**src/rtl/mips_pkg.sv**
```systemverilog
// Shared definitions for the multicycle MIPS control path:
// FSM states, instruction classes, opcode/funct and ALU codes.
package mips_pkg;

    typedef enum logic [3:0] {
        S_FETCH,
        S_DECODE,
        S_MEM_ADDR,
        S_MEM_RD,
        S_MEM_WB,
        S_MEM_WR,
        S_EXEC_R,
        S_R_WB,
        S_EXEC_I,
        S_I_WB,
        S_JUMP,
        S_JR
    } state_t;

    typedef enum logic [3:0] {
        C_LW,
        C_SW,
        C_RTYPE_ADD,
        C_MUL,
        C_LUI,
        C_ORI,
        C_J,
        C_JR,
        C_ILLEGAL
    } iclass_t;

    localparam logic [5:0] OP_RTYPE = 6'h00;
    localparam logic [5:0] OP_LW    = 6'h23;
    localparam logic [5:0] OP_SW    = 6'h2B;
    localparam logic [5:0] OP_LUI   = 6'h0F;
    localparam logic [5:0] OP_ORI   = 6'h0D;
    localparam logic [5:0] OP_J     = 6'h02;
    localparam logic [5:0] OP_SPEC2 = 6'h1C;

    localparam logic [5:0] FN_ADD = 6'h20;
    localparam logic [5:0] FN_JR  = 6'h08;
    localparam logic [5:0] FN_MUL = 6'h02;

    localparam logic [3:0] ALU_LUI    = 4'b0000;
    localparam logic [3:0] ALU_OR     = 4'b0011;
    localparam logic [3:0] ALU_ADD    = 4'b0010;
    localparam logic [3:0] ALU_PASS_A = 4'b0111;
    localparam logic [3:0] ALU_MUL    = 4'b0110;

    localparam logic [1:0] SRCB_REG  = 2'b00;
    localparam logic [1:0] SRCB_FOUR = 2'b01;
    localparam logic [1:0] SRCB_SIMM = 2'b10;
    localparam logic [1:0] SRCB_ZIMM = 2'b11;

    localparam logic [1:0] PC_ALU  = 2'b00;
    localparam logic [1:0] PC_JUMP = 2'b10;

endpackage

```
**src/rtl/mips_ctrl_decode.sv**
```systemverilog
// Combinational opcode/funct classifier for the multicycle controller.
// Anything outside the supported set maps to C_ILLEGAL.
module mips_ctrl_decode
    import mips_pkg::*;
(
    input  logic [5:0] opcode,
    input  logic [5:0] funct,
    output iclass_t    iclass
);

    always_comb begin
        iclass = C_ILLEGAL;
        unique case (1'b1)
            (opcode == OP_LW):  iclass = C_LW;
            (opcode == OP_SW):  iclass = C_SW;
            (opcode == OP_LUI): iclass = C_LUI;
            (opcode == OP_ORI): iclass = C_ORI;
            (opcode == OP_J):   iclass = C_J;
            (opcode == OP_RTYPE && funct == FN_ADD):
                iclass = C_RTYPE_ADD;
            (opcode == OP_RTYPE && funct == FN_JR):
                iclass = C_JR;
            (opcode == OP_SPEC2 && funct == FN_MUL):
                iclass = C_MUL;
            default: iclass = C_ILLEGAL;
        endcase
    end

endmodule

```
**src/rtl/mips_mc_ctrl.sv**
```systemverilog
// Multicycle MIPS control FSM: sequences fetch, decode, memory,
// execute and writeback steps and drives the datapath selects.
module mips_mc_ctrl
    import mips_pkg::*;
#(
    parameter logic [3:0] ALU_ADD_SEL = 4'b0010
) (
    input  logic       clk,
    input  logic       rst_n,
    input  logic [5:0] opcode,
    input  logic [5:0] funct,
    input  logic       mem_ready,
    output logic [3:0] alu_sel,
    output logic       alu_src_a,
    output logic [1:0] alu_src_b,
    output logic [1:0] pc_src,
    output logic       pc_write,
    output logic       ir_write,
    output logic       mem_read,
    output logic       mem_write,
    output logic       iord,
    output logic       reg_write,
    output logic       reg_dst,
    output logic       mem_to_reg,
    output logic       illegal
);

    state_t  r_state;
    state_t  w_next;
    iclass_t r_cls;
    iclass_t w_cls;
    logic [3:0] w_r_alu;

    mips_ctrl_decode u_decode (
        .opcode (opcode),
        .funct  (funct),
        .iclass (w_cls)
    );

    // Class is latched only in DECODE so later opcode changes are ignored.
    always_ff @(posedge clk) begin
        if (!rst_n) begin
            r_state <= S_FETCH;
            r_cls   <= C_ILLEGAL;
        end else begin
            r_state <= w_next;
            if (r_state == S_DECODE) begin
                r_cls <= w_cls;
            end
        end
    end

    assign w_r_alu = (r_cls == C_MUL) ? ALU_MUL : ALU_ADD_SEL;

    always_comb begin
        w_next     = r_state;
        alu_sel    = ALU_ADD_SEL;
        alu_src_a  = 1'b0;
        alu_src_b  = SRCB_REG;
        pc_src     = PC_ALU;
        pc_write   = 1'b0;
        ir_write   = 1'b0;
        mem_read   = 1'b0;
        mem_write  = 1'b0;
        iord       = 1'b0;
        reg_write  = 1'b0;
        reg_dst    = 1'b0;
        mem_to_reg = 1'b0;
        illegal    = 1'b0;
        if (rst_n) begin
            case (r_state)
                S_FETCH: begin
                    mem_read  = 1'b1;
                    alu_src_b = SRCB_FOUR;
                    if (mem_ready) begin
                        pc_write = 1'b1;
                        ir_write = 1'b1;
                        w_next   = S_DECODE;
                    end
                end
                S_DECODE: begin
                    case (w_cls)
                        C_LW, C_SW:         w_next = S_MEM_ADDR;
                        C_RTYPE_ADD, C_MUL: w_next = S_EXEC_R;
                        C_LUI, C_ORI:       w_next = S_EXEC_I;
                        C_J:                w_next = S_JUMP;
                        C_JR:               w_next = S_JR;
                        default: begin
                            illegal = 1'b1;
                            w_next  = S_FETCH;
                        end
                    endcase
                end
                S_MEM_ADDR: begin
                    alu_src_a = 1'b1;
                    alu_src_b = SRCB_SIMM;
                    w_next    = (r_cls == C_SW) ? S_MEM_WR : S_MEM_RD;
                end
                S_MEM_RD: begin
                    iord     = 1'b1;
                    mem_read = 1'b1;
                    if (mem_ready) begin
                        w_next = S_MEM_WB;
                    end
                end
                S_MEM_WR: begin
                    iord      = 1'b1;
                    mem_write = 1'b1;
                    if (mem_ready) begin
                        w_next = S_FETCH;
                    end
                end
                S_MEM_WB: begin
                    reg_write  = 1'b1;
                    mem_to_reg = 1'b1;
                    w_next     = S_FETCH;
                end
                S_EXEC_R: begin
                    alu_src_a = 1'b1;
                    alu_sel   = w_r_alu;
                    w_next    = S_R_WB;
                end
                S_R_WB: begin
                    alu_src_a = 1'b1;
                    alu_sel   = w_r_alu;
                    reg_write = 1'b1;
                    reg_dst   = 1'b1;
                    w_next    = S_FETCH;
                end
                S_EXEC_I: begin
                    alu_src_a = 1'b1;
                    if (r_cls == C_LUI) begin
                        alu_sel   = ALU_LUI;
                        alu_src_b = SRCB_SIMM;
                    end else begin
                        alu_sel   = ALU_OR;
                        alu_src_b = SRCB_ZIMM;
                    end
                    w_next = S_I_WB;
                end
                S_I_WB: begin
                    reg_write = 1'b1;
                    w_next    = S_FETCH;
                end
                S_JUMP: begin
                    pc_write = 1'b1;
                    pc_src   = PC_JUMP;
                    w_next   = S_FETCH;
                end
                S_JR: begin
                    alu_src_a = 1'b1;
                    alu_sel   = ALU_PASS_A;
                    pc_write  = 1'b1;
                    w_next    = S_FETCH;
                end
                default: w_next = S_FETCH;
            endcase
        end
    end

endmodule
```
**config.mk**
```make
export PLATFORM = sky130hd
export DESIGN_NAME = mips_mc_ctrl
export DESIGN_NICKNAME = d
export VERILOG_FILES = /design/src/rtl/mips_pkg.sv /design/src/rtl/mips_ctrl_decode.sv /design/src/rtl/mips_mc_ctrl.sv
export SDC_FILE = /design/constraint.sdc
export NUM_CORES = 1
export LEC_CHECK = 0
export ABC_AREA = 1
export CAP_MARGIN = 25
export CORE_AREA = 4 4 55 57
export DETAILED_ROUTE_END_ITERATION = 6
export DIE_AREA = 0 0 59 61
export DONT_BUFFER_PORTS = 1
export GPL_TIMING_DRIVEN = 0
export MAX_ROUTING_LAYER = met4
export PLACE_DENSITY = 0.47
export SYNTH_ARGS = -nofsm -noshare
export SYNTH_HDL_FRONTEND = slang
export SYNTH_SLANG_ARGS = --single-unit
```
**constraint.sdc**
```tcl
create_clock -name clk -period 1.15 [get_ports clk]
set_input_delay 0.23 -clock clk [delete_from_list [all_inputs] [get_ports clk]]
set_output_delay 0.23 -clock clk [all_outputs]
set_load 0.05 [all_outputs]
```
# ---- After elaboration in Yosys (flattened, before gate mapping)
# Cells that the tools add are included.
dict set report word_totals {
  mem_bits_rw 0
  output_inout_bits 18
  mem_bits_ro 0
  n_memories 0
  reg_bits 8
  latch_bits 0
  in_bits 15
  elab_cells 90
}
dict set report classes {
  bitwise_logic 0
  n_mul 0
  n_reduce_logical 17
  eq_ne 33
  shift 0
  n_lt_le_gt_ge 0
  n_div 0
  muxes 38
  n_addsub 0
}
# cell n
set op_table {}
lappend op_table {{$eq A4 B3 Y1 const B} 9}
lappend op_table {{$pmux W4 S8} 1}
lappend op_table {{$pmux W4 S7} 1}
lappend op_table {{$mux W1} 22}
lappend op_table {{$eq A4 B2 Y1 const B} 5}
lappend op_table {{$pmux W4 S5} 1}
lappend op_table {{$eq A6 B4 Y1 const B} 3}
lappend op_table {{$eq A6 B6 Y1 const B} 3}
lappend op_table {{$eq A4 B4 Y1 const B} 4}
lappend op_table {{$reduce_or A2 Y1} 7}
lappend op_table {{$eq A4 B1 Y1 const B} 3}
lappend op_table {{$eq A6 B2 Y1 const B} 2}
lappend op_table {{$mux W4} 3}
lappend op_table {{$mux W3} 3}
lappend op_table {{$pmux W3 S3} 1}
lappend op_table {{$logic_not A4 Y1} 2}
lappend op_table {{$mux W2} 4}
lappend op_table {{$reduce_or A8 Y1} 1}
lappend op_table {{$eq A6 B5 Y1 const B} 1}
lappend op_table {{$logic_not A6 Y1} 1}
lappend op_table {{$ne A2 B2 Y1 const B} 3}
lappend op_table {{$pmux W2 S3} 1}
lappend op_table {{$reduce_or A5 Y1} 1}
lappend op_table {{$logic_and A1 B1 Y1} 3}
lappend op_table {{other kinds (3)} 3}

# ---- Logic depth before layout (Yosys ltp)
# Gate-level depths: netlist of the first run.
dict set report depth {
  ltp_word 8
  ltp_mapped 10
  mapped_depth_nobuf 10
}

# ---- Hierarchy
# A second synthesis of the first run with hierarchy kept.
dict set report unflattened {
  cells_unflattened 159
  hier_area_um2 847.1
}
# mod instances seq_area_each_um2 cells_each area_per_inst_um2
set modules_own_cells {}
lappend modules_own_cells {mips_mc_ctrl 1 160.2 116 649.4}
lappend modules_own_cells {mips_ctrl_decode 1 0.0 43 197.7}

# ---- Worst setup path after synthesis of the first run
# No wires, ideal clock.
dict set report synth_timing {
  path_type {register to output}
  from {reg r_state[3]}
  to {out pc_src[1]}
  path_stages_with_launch 5
  path_slack_ps -812
  path_buffers 0
  required_ps 920
  t_arrival_ps 1732
  path_cell_list {dfxtp_1 > inv_1 > nor2_1 > nand2_1 > nor3_1}
}
dict set report synth_between {
  elab_chain_len 3
}
# element line
set synth_lines {}
lappend synth_lines {{start, declared} mips_mc_ctrl.sv:28} ;# state_t r_state;
lappend synth_lines {{start signal, assigned} mips_mc_ctrl.sv:46} ;# r_state <= w_next;
lappend synth_lines {{$eq A4 B4 Y1} mips_mc_ctrl.sv:71} ;# case (r_state)
lappend synth_lines {{$mux W2} mips_mc_ctrl.sv:71}
lappend synth_lines {{$mux W2} mips_mc_ctrl.sv:70} ;# if (rst_n) begin
lappend synth_lines {{end, declared} mips_mc_ctrl.sv:16} ;# output logic [1:0] pc_src,
# Every way passes these cells.

# ---- Final worst setup path of the first run
dict set report layout_timing {
  from {reg r_state[3]}
  to {out alu_sel[1]}
}
dict set report layout_between {
  elab_chain_len 4
  word_cells_on_any_way 7
  classes_between {eq/ne (4); mux (2); reduce/logical (1)}
}
# element line
set layout_lines {}
lappend layout_lines {{$eq A4 B3 Y1} mips_mc_ctrl.sv:71}
lappend layout_lines {{$reduce_or A2 Y1 (no source line)} --}
lappend layout_lines {{$pmux W3 S3 *} mips_mc_ctrl.sv:71}
lappend layout_lines {{$mux W3 *} mips_mc_ctrl.sv:70}
lappend layout_lines {{end, declared} mips_mc_ctrl.sv:13} ;# output logic [3:0] alu_sel,
# Mark *: on every way between the ends. The rest lies on a longest branch, timed or not.

==> metrics.yaml, run 1 <==
grt:
  grt_max_degree: 11
  grt.total_usage_pct: 16.7
  grt_remaining_overflow: 0
  grt_pass1_vias: 1000
  grt_antenna_before_repair: 0
  grt_pass1_wl_um: 4470
sta:
  totalNegativeSetupSlack_ns: -11.36
  final_period_demand_of_the_worst_path_ns: 1.85
  clock_skew_ns: 0.00585
  final.setup.worst_slack_ns: -0.702
  worstMarginPinSlew_ns: 0.880
  final_hold_viol_count: 0
  final_max_slew_viol_count: 0
  fin_crit_sh_pct: 161
  timing.fmax_ghz: 0.540
  worst_slew_margin_rel_pct: 41.3
  rsz0062_at_grt: "yes"
  final-setup-viol-count: 24
critical_path:
  critical_path_arrival_ns: 1.62
  crit_fanout: 3
  critPathCaptureType: "output pin"
  worstSetupStartpoint: "r_state[3]"
  r2r-end: "r_state[2]"
  critical_path_required_ns: 0.92
  reg2reg_depth: 10
  cp-endpoint: "alu_sel[1]"
  setup.reg_to_reg.worst_slack_ns: -0.38
  cp-start-kind: "flop"
  setup.worst_path.class: "flop to output pin"
  worstReg2RegStart: "r_state[3]"
worst_hold_path:
  hold_path_class: "input port to flop"
finish:
  drive_above_1_share_pct: 56.5
  nFillCells: 216
  mostFrequentLayoutCells: "25 x sky130_fd_sc_hd__nand2_1, 22 x sky130_fd_sc_hd__nor2_4, 19 x sky130_fd_sc_hd__buf_4"
  insertedDiodeCount: 0
  synthToLayoutAreaGrowth_pct: 82.3
  final_net_count: 202
  leading_cell_type_in_the_layout_fill_and_taps_excluded: "sky130_fd_sc_hd__nand2_1"
floorplanning:
  initial_utilization_pct: 34.8
  fp.coreArea_sq_um: 2480
  boundaryPins: 33
  floorplan.die.height_um: 61
  num_rows: 18
  floorplan.die.width_um: 59
  die_area_sq_um: 3600
clocking:
  cts_tree: "done"
  path_clk_slew_ns: 0.07
  htreeDepth: 1
  number_of_clock_sinks_seen_by_cts: 8
  hold_buffers: 0
  maximum_root_to_sink_buffer_count: 2
  cts-buffers-inserted: 3
  clock_tree.root_cell: "sky130_fd_sc_hd__clkbuf_4"
  worstSkewPairLatency_ns: 0.26
placement:
  preCtsSetupSlack_ns: -0.623
  global_placer_s_final_weighted_congestion: 0.808
  numPortBuffers: 0
  detailed_place_hpwl_um: 2060
yosys:
  post_synth.cell_area_avg_sq_um: 5.63
  post_synth_num_cell_types: 24
  yosys_register_bits: 8
  synth_warnings: 0
  synth-seq-area-share_pct: 18.6
  synthesis.instances: 153
  syn-cell-area_sq_um: 862
drt:
  residual_antenna_violating_net_count_after_detailed_routing: 0
  routed_wire_length_per_instance_um: 14.4
  drt_iter0_markers: 39
  drt_drc_violations_left: 0
  drt-total-wl_um: 3110
  dr_total_vias: 1092
  drt_pre_antenna_iters: 4
  post_drt_via_cell_ratio: 5.06
pwr:
  power_density_nw_per_um2: 670
  peakVddDrop_mv: 0.507
  power_leakage_nw: 0.634
status:
  violated_checks: "negative setup slack"
  status: "finished with violations"
job:
  cap_viol_max_count: 0
stage by stage:
step	instance area, sq um	hold WS, ns	std cells	utilization [%]	power, mW
3_3_place_gp	1070	0.333	184	43.2	0.636
4_1_cts	1420	0.0615	207	57.2	0.995
2_1_floorplan	1030	0.328	154	-	0.598
5_1_grt	1570	0.0779	216	63.4	1.10
6_report	1570	0.0665	216	63.4	1.05
3_5_place_dp	1070	0.337	184	43.2	0.635
synth_stat cells (all sizes together):
cell,number,area [sq um]
dfxtp,8,160
a41oi,1,8.76
o2111ai,1,8.76
nor3,5,25.0
nor2,39,191
nand3,8,40.0
conb,1,3.75
a31oi,3,18.8
a21oi,13,80.1
inv,24,92.6
nand4,5,31.3
buf,3,26.3
clkbuf,2,7.51
and2,1,6.26
nand2,37,146
o211ai,2,15.0
critical path: stages (launching register included):
cell and delay, ns:
sky130_fd_sc_hd__dfxtp_4 0.38, sky130_fd_sc_hd__inv_6 0.05, sky130_fd_sc_hd__nor2_4 0.15, sky130_fd_sc_hd__nand2_4 0.08, sky130_fd_sc_hd__a31oi_4 0.20, sky130_fd_sc_hd__nor2_4 0.05, sky130_fd_sc_hd__nand4_1 0.45
sequential cells by signal, indices dropped and copies added (netlist names):
register	cells
r_cls	4
r_state	4
how the worst min path moves through the flow:
| stage | from | endpoint | slack (ns) | depth (start not counted) |
|---|---|---|---|---|
| final | rst_n | r_state[1] | 0.07 | 2 |
| after detailed placement | rst_n | r_cls[3] | 0.34 | 1 |
| after global routing | rst_n | r_cls[3] | 0.08 | 1 |
| after floorplan | rst_n | r_state[1] | 0.33 | 2 |
| after CTS | rst_n | r_state[1] | 0.06 | 2 |
| after global placement | rst_n | r_cls[3] | 0.33 | 1 |
power breakdown:
| part | switching, mW | total [mW] | internal, mW |
|---|---|---|---|
| logic | 0.307 | 0.493 | 0.186 |
| registers | 0.0219 | 0.305 | 0.284 |
| clock network | 0.121 | 0.255 | 0.134 |
area by class of cell:
type	instances	area, sq um	area share (%)
well taps	30	37.5	2.39
clock buffers	4	26.3	1.67
repair buffers	29	263	16.7
flip-flops and latches	8	175	11.1
plain buffers	4	23.8	1.51
multi-input cells	117	931	59.2
inverters	24	115	7.32
layer usage:
metal / up-vias / GRT usage, % / share of wire [%]
li1: 554 / - / -
met1: 486 / 23.6 / 45
met2: 44 / 25.4 / 47
met3: 8 / 1.91 / 6.6
met4: 0 / 3.88 / 2.0
met5: - / - / 0
repair_timing:
action                     CTS  global route
cloned                       0             0
setup buffers               19            11
pin swaps                   22            25
resized for setup           44            27
setup endpoints to repair   19            24
cells by family (layout without fill, tap and decap cells):
group / Yosys count / count (layout) / synth area share (%)
flip-flops: 8 / 8 / 18.6
other: 1 / 2 / 0.435
buffers and inverters: 29 / 61 / 14.7
AO/OA/AOI/OAI: 20 / 20 / 15.2
AND/OR/NAND/NOR: 95 / 95 / 51.1
(Power assumes the default switching activity.)
==> run 2: changes to the inputs <==
--- a/config.mk
+++ b/config.mk
@@ -11,7 +11,6 @@
 export DETAILED_ROUTE_END_ITERATION = 6
 export DIE_AREA = 0 0 59 61
 export DONT_BUFFER_PORTS = 1
-export GPL_TIMING_DRIVEN = 0
 export MAX_ROUTING_LAYER = met4
 export PLACE_DENSITY = 0.47
 export SYNTH_ARGS = -nofsm -noshare
==> run 2 against run 1 <==
Compared with the run above: the flow still finishes with violations (negative setup slack); clock-buffer cell count unchanged; total power increased by 1.6%; global-route usage increased by 2.2 points; sequential power about the same; hold slack improved by 0.026 ns; critical path depth unchanged; critical path type unchanged; largest cell class unchanged; largest power group unchanged.
==> metrics.yaml, run 2 (synthesis gave the netlist of run 1 again) <==
status:
  status: "finished with violations"
  violated_checks: "negative setup slack"
clocking:
  hold_buffers: 0  # unchanged
  clock_tree.root_cell: "sky130_fd_sc_hd__clkbuf_4"
  cts_tree: "done"
  cts-buffers-inserted: 3  # unchanged
  maximum_root_to_sink_buffer_count: 2  # unchanged
  number_of_clock_sinks_seen_by_cts: 8  # unchanged
  path_clk_slew_ns: 0.05  # -0.02 ns
  worstSkewPairLatency_ns: 0.25  # about the same
  htreeDepth: 1  # unchanged
floorplanning:
  floorplan.die.width_um: 59  # unchanged
  floorplan.die.height_um: 61  # unchanged
  initial_utilization_pct: 34.8  # unchanged
  boundaryPins: 33  # unchanged
  fp.coreArea_sq_um: 2480  # unchanged
  num_rows: 18  # unchanged
  die_area_sq_um: 3600  # unchanged
sta:
  final.setup.worst_slack_ns: -0.517  # +0.185 ns
  final-setup-viol-count: 24  # unchanged
  fin_crit_sh_pct: 145  # -16 points
  final_hold_viol_count: 0  # unchanged
  rsz0062_at_grt: "yes"
  final_period_demand_of_the_worst_path_ns: 1.67  # -0.185 ns
  timing.fmax_ghz: 0.600  # +11%
  final_max_slew_viol_count: 0  # unchanged
  clock_skew_ns: 0.00678  # +0.000933 ns
worst_hold_path:
  hold_depth: 2  # unchanged
  hold_path_class: "input port to flop"
  worstHoldStart: "rst_n"
drt:
  residual_antenna_violating_net_count_after_detailed_routing: 0  # unchanged
  dr_total_vias: 1203  # +10%
  drt_drc_violations_left: 0  # unchanged
  post_drt_via_cell_ratio: 5.03  # -0.44%
  drt_iter0_markers: 34  # -13%
  drt-total-wl_um: 3340  # +7.3%
  routed_wire_length_per_instance_um: 14.0  # -3.0%
  drt_pre_antenna_iters: 4  # unchanged
critical_path:
  reg2reg_depth: 10  # unchanged
  worstSetupStartpoint: "r_state[0]"
  worstReg2RegStart: "r_state[2]"
  cp-start-kind: "flop"
  critPathCaptureType: "output pin"
  critical_path_arrival_ns: 1.44  # -0.18 ns
  crit_fanout: 5  # +2
  critical_path_required_ns: 0.92  # about the same
  setup.worst_path.class: "flop to output pin"
finish:
  insertedDiodeCount: 0  # unchanged
  mostFrequentLayoutCells: "31 x sky130_fd_sc_hd__buf_4, 27 x sky130_fd_sc_hd__nand2_1, 19 x sky130_fd_sc_hd__nor2_4"
  post-route-cell-area_sq_um: 1770  # +13%
  area_taken_by_flip_flops_and_latches_sq_um: 175  # unchanged
  combined_area_of_the_multi_input_logic_cells_sq_um: 846  # -9.1%
  leading_cell_type_in_the_layout_fill_and_taps_excluded: "sky130_fd_sc_hd__buf_4"
  drive_above_1_share_pct: 57.4  # +0.96 points
  synthToLayoutAreaGrowth_pct: 106
  nFillCells: 194  # -10%
  instances_no_fill: 239  # +11%
  reg_top3: "r_cls x4, r_state x4"
  final_net_count: 225  # +11%
pwr:
  power_density_nw_per_um2: 604  # -10%
  power_leakage_nw: 0.771  # +22%
  total_power_consumption_mw: 1.07  # +1.6%
  peakVddDrop_mv: 0.786  # +55%
grt:
  grt_max_degree: 18  # +7
  grt.total_usage_pct: 18.9  # +2.2 points
  grt_pass1_vias: 1163  # +16%
  grt_pass1_wl_um: 5100  # +14%
  grt_remaining_overflow: 0  # unchanged
  grt_antenna_before_repair: 0  # unchanged
placement:
  global_placer_s_final_weighted_congestion: 0.880  # +9.0%
  placedCellCount: 223  # +21%
  preCtsSetupSlack_ns: -0.314  # +0.309 ns
  numPortBuffers: 0  # unchanged
  detailed_place_hpwl_um: 2350  # +14%
  placed_cell_area_sq_um: 1470  # +37%
job:
  cap_viol_max_count: 0  # unchanged
[run 2: changes by cell type in the layout (fill, tap and decap cells not counted), moves of 2 or more]
cell / previous run / this run
sky130_fd_sc_hd__nor2_1: 14 / 17
sky130_fd_sc_hd__nor3_1: 1 / 3
sky130_fd_sc_hd__a21oi_1: 3 / 5
sky130_fd_sc_hd__inv_4: 4 / 2
sky130_fd_sc_hd__inv_2: 3 / 7
sky130_fd_sc_hd__nand2_4: 8 / 4
sky130_fd_sc_hd__nor2_4: 22 / 19
sky130_fd_sc_hd__buf_12: 0 / 8
sky130_fd_sc_hd__buf_6: 12 / 16
sky130_fd_sc_hd__nand2_1: 25 / 27
sky130_fd_sc_hd__buf_4: 19 / 31
sky130_fd_sc_hd__inv_6: 3 / 1
[run 2: report_power, final]
part | leakage [nW] | switching (mW) | internal (mW)
Sequential | 0.0679 | 0.0196 | 0.284
Clock | 0.0150 | 0.0898 | 0.132
Combinational | 0.688 | 0.302 | 0.242
[run 2: metrics by stage]
step | utilization (%) | setup TNS, ns | hold slack [ns]
after global routing | 71.6 | -10.03 | 0.0998
after floorplan | - | -3.33 | 0.328
after CTS | 68.7 | -7.77 | 0.0929
after detailed placement | 59.2 | -4.02 | 0.355
final | 71.6 | -8.54 | 0.0926
after global placement | 59.2 | -3.74 | 0.345
[run 2: path summary, 6_finish.rpt]
kind	slack, ns	endpoint
worst max register to register	-0.34	r_state[1]
worst min register to register	0.47	r_cls[0]
worst max-delay path	-0.52	pc_write
worst min-delay path	0.09	r_state[1]
[run 2: layer usage]
metal  global-route usage [%]  share of wire (%)  wire length [um]  vias up
li1                         -                  -                 -      603
met5                        -                  0                 0        -
met3                     1.49                7.8               261        9
met4                     5.50                1.6                52        0
met1                     22.5                 41              1370      543
met2                     34.1                 50              1660       48
[run 2: area by class of cell]
class	instances	share of cell area (%)
repair buffers	56	33.2
well taps	30	2.12
clock buffers	4	1.48
inverters	24	5.65
multi-input cells	117	47.7
flip-flops and latches	8	9.88
[run 2: timing repair]
action,in CTS,in global routing
gates resized for setup,43,8
setup buffers,7,5
endpoints found under the setup margin,24,24
pin swaps,11,15
[run 2: critical path, stage by stage, from the launching register on]
cell and delay (ns):
sky130_fd_sc_hd__dfxtp_4 0.37, sky130_fd_sc_hd__nor2_4 0.18, sky130_fd_sc_hd__nand2_1 0.10, sky130_fd_sc_hd__inv_2 0.13, sky130_fd_sc_hd__nand2_4 0.08, sky130_fd_sc_hd__a21oi_4 0.15
sky130_fd_sc_hd__buf_6 0.17
==> run 3: changes to the inputs <==
--- a/config.mk
+++ b/config.mk
@@ -13,6 +13,7 @@
 export DONT_BUFFER_PORTS = 1
 export MAX_ROUTING_LAYER = met4
 export PLACE_DENSITY = 0.47
+export SLEW_MARGIN = 25
 export SYNTH_ARGS = -nofsm -noshare
 export SYNTH_HDL_FRONTEND = slang
 export SYNTH_SLANG_ARGS = --single-unit
==> constraint.sdc (replaced) <==
create_clock -name clk -period 1.15 [get_ports clk]
set_input_delay 0.23 -clock clk [delete_from_list [all_inputs] [get_ports clk]]
set_output_delay 0.23 -clock clk [all_outputs]
set_load 0.01 [all_outputs]
==> run 3 against run 2 <==
Compared with the run above: the run still ends with negative setup slack left; first-iteration DRC count decreased by 24%; global-route usage decreased by 1.1 points; clock-buffer cell count decreased by 1; via count decreased by 8.8%; critical path type unchanged; critical endpoint is now alu_sel[1]; largest cell class unchanged.
==> metrics.yaml, run 3 (synthesis gave the netlist of run 1 again) <==
status:
  violated_checks: "negative setup slack"
  status: "finished with violations"
clocking:
  cts_tree: "done"
  worstSkewPairLatency_ns: 0.26  # about the same
  cts-buffers-inserted: 3  # unchanged
  path_clk_slew_ns: 0.06  # about the same
  maximum_root_to_sink_buffer_count: 2  # unchanged
  number_of_clock_sinks_seen_by_cts: 8  # unchanged
  htreeDepth: 1  # unchanged
  clock_tree.root_cell: "sky130_fd_sc_hd__clkbuf_4"
  hold_buffers: 0  # unchanged
floorplanning:
  die_area_sq_um: 3600  # unchanged
  boundaryPins: 33  # unchanged
  num_rows: 18  # unchanged
  initial_utilization_pct: 34.8  # unchanged
  floorplan.die.height_um: 61  # unchanged
  floorplan.die.width_um: 59  # unchanged
  fp.coreArea_sq_um: 2480  # unchanged
finish:
  synthToLayoutAreaGrowth_pct: 72.6
  final_net_count: 206  # -8.4%
  insertedDiodeCount: 0  # unchanged
  reg_top3: "r_cls x4, r_state x4"
  leading_cell_type_in_the_layout_fill_and_taps_excluded: "sky130_fd_sc_hd__buf_4"
  drive_above_1_share_pct: 58.2  # +0.78 points
  layout.core_utilization_pct: 60.1  # -12 points
  mostFrequentLayoutCells: "29 x sky130_fd_sc_hd__buf_4, 21 x sky130_fd_sc_hd__nand2_1, 16 x sky130_fd_sc_hd__nor2_1"
drt:
  drt-total-wl_um: 2940  # -12%
  drt_pre_antenna_iters: 4  # unchanged
  drt_iter0_markers: 26  # -24%
  residual_antenna_violating_net_count_after_detailed_routing: 0  # unchanged
  dr_total_vias: 1097  # -8.8%
  routed_wire_length_per_instance_um: 13.4  # -4.0%
  drt_drc_violations_left: 0  # unchanged
  post_drt_via_cell_ratio: 5.01  # -0.48%
sta:
  final-setup-viol-count: 23  # -4.2%
  fin_crit_sh_pct: 137  # -7.7 points
  timing.fmax_ghz: 0.633  # +5.6%
  final_hold_viol_count: 0  # unchanged
  rsz0062_at_grt: "yes"
  clock_skew_ns: 0.00723  # +0.000450 ns
  final_max_slew_viol_count: 0  # unchanged
  final.setup.worst_slack_ns: -0.429  # +0.0885 ns
  totalNegativeSetupSlack_ns: -5.96  # +2.58 ns
  final_period_demand_of_the_worst_path_ns: 1.58  # -0.0885 ns
worst_hold_path:
  worstHoldStart: "rst_n"
  hold_path_class: "input port to flop"
  worst_hold_path.endpoint: "r_cls[3]"
  hold_depth: 1  # -1
critical_path:
  setup.worst_path.class: "flop to output pin"
  worst-path-buf-inv: 1  # -1
  critPathCaptureType: "output pin"
  critical_path_arrival_ns: 1.35  # -0.09 ns
  setup.reg_to_reg.worst_slack_ns: -0.27  # +0.07 ns
  cp.depth: 5  # -1
  timing.critical_path.max_delay_family: "flip-flops"
  critical_path_required_ns: 0.92  # about the same
  r2r-end: "r_state[0]"
  timing.critical_path.slowest_stage_cell: "sky130_fd_sc_hd__dfxtp_2"
  reg2reg_depth: 9  # -1
  slowest_delay_ns: 0.36  # about the same
  cp-start-kind: "flop"
  worstPathCellList: "buf_6 > nor2_4 > a21oi_1 > nand2_1 > nand4_1"
  worstReg2RegStart: "r_state[0]"
  crit_fanout: 4  # -1
placement:
  global_placer_s_final_weighted_congestion: 0.869  # -1.2%
  detailed_place_hpwl_um: 1960  # -16%
  numPortBuffers: 0  # unchanged
grt:
  grt_pass1_wl_um: 4710  # -7.7%
  grt_pass1_vias: 1095  # -5.8%
  grt_antenna_before_repair: 0  # unchanged
  grt.total_usage_pct: 17.9  # -1.1 points
  grt_remaining_overflow: 0  # unchanged
  grt_max_degree: 11  # -7
pwr:
  power_leakage_nw: 0.656  # -15%
  power_density_nw_per_um2: 618  # +2.4%
  peakVddDrop_mv: 0.536  # -32%
  total_power_consumption_mw: 0.919  # -14%
job:
  cap_viol_max_count: 0  # unchanged
[run 3: how the worst max path moves through the flow]
stage                from  slack (ns)      endpoint
2_1_floorplan  r_state[0]       -0.08     alu_src_a
3_3_place_gp   r_state[3]       -0.23    r_state[1]
3_5_place_dp   r_state[0]       -0.20    alu_sel[0]
4_1_cts        r_state[0]       -0.41  alu_src_b[1]
5_1_grt        r_state[0]       -0.49  alu_src_b[0]
6_report       r_state[0]       -0.43    alu_sel[1]
[run 3: through the flow]
stage          hold WS (ns)  instances  setup slack [ns]  instance area, sq um
2_1_floorplan         0.328        154           -0.0827                   896
3_3_place_gp          0.332        203            -0.225                  1080
3_5_place_dp          0.335        203            -0.202                  1080
4_1_cts              0.0683        215            -0.407                  1400
5_1_grt              0.0586        219            -0.487                  1490
6_report             0.0681        219            -0.429                  1490
[run 3: what timing repair did]
action / in CTS / in global routing
pin swaps: 31 / 16
buffers inserted: 10 / 5
setup endpoints to repair: 23 / 24
cloned: 0 / 0
resized for setup: 63 / 17
[run 3: cell type report]
type	count	area, sq um
repair buffers	37	308
multi-input cells	117	842
clock buffers	3	22.5
fillers	221	990
inverters	24	105
well taps	30	37.5
flip-flops and latches	8	173
[run 3: layer usage]
layer  global-route usage, %  wire length [um]  vias up
met5                       -                 0        -
met4                    7.77                65        0
met3                    4.68               223        8
met2                    27.8              1390       36
met1                    21.8              1250      489
li1                        -                 -      564
[run 3: worst register-to-register path, delay by kind of cell (launching register included)]
kind            cells  cell delay [ns]
flops               1             0.34
buf+inv             3             0.37
compound gates      2             0.28
simple gates        4             0.36
[run 3: where the power goes]
part | switching, mW | leakage (nW) | internal [mW] | total (mW)
Sequential | 0.0129 | 0.0676 | 0.284 | 0.296
Combinational | 0.229 | 0.575 | 0.173 | 0.402
Clock | 0.100 | 0.0138 | 0.120 | 0.220
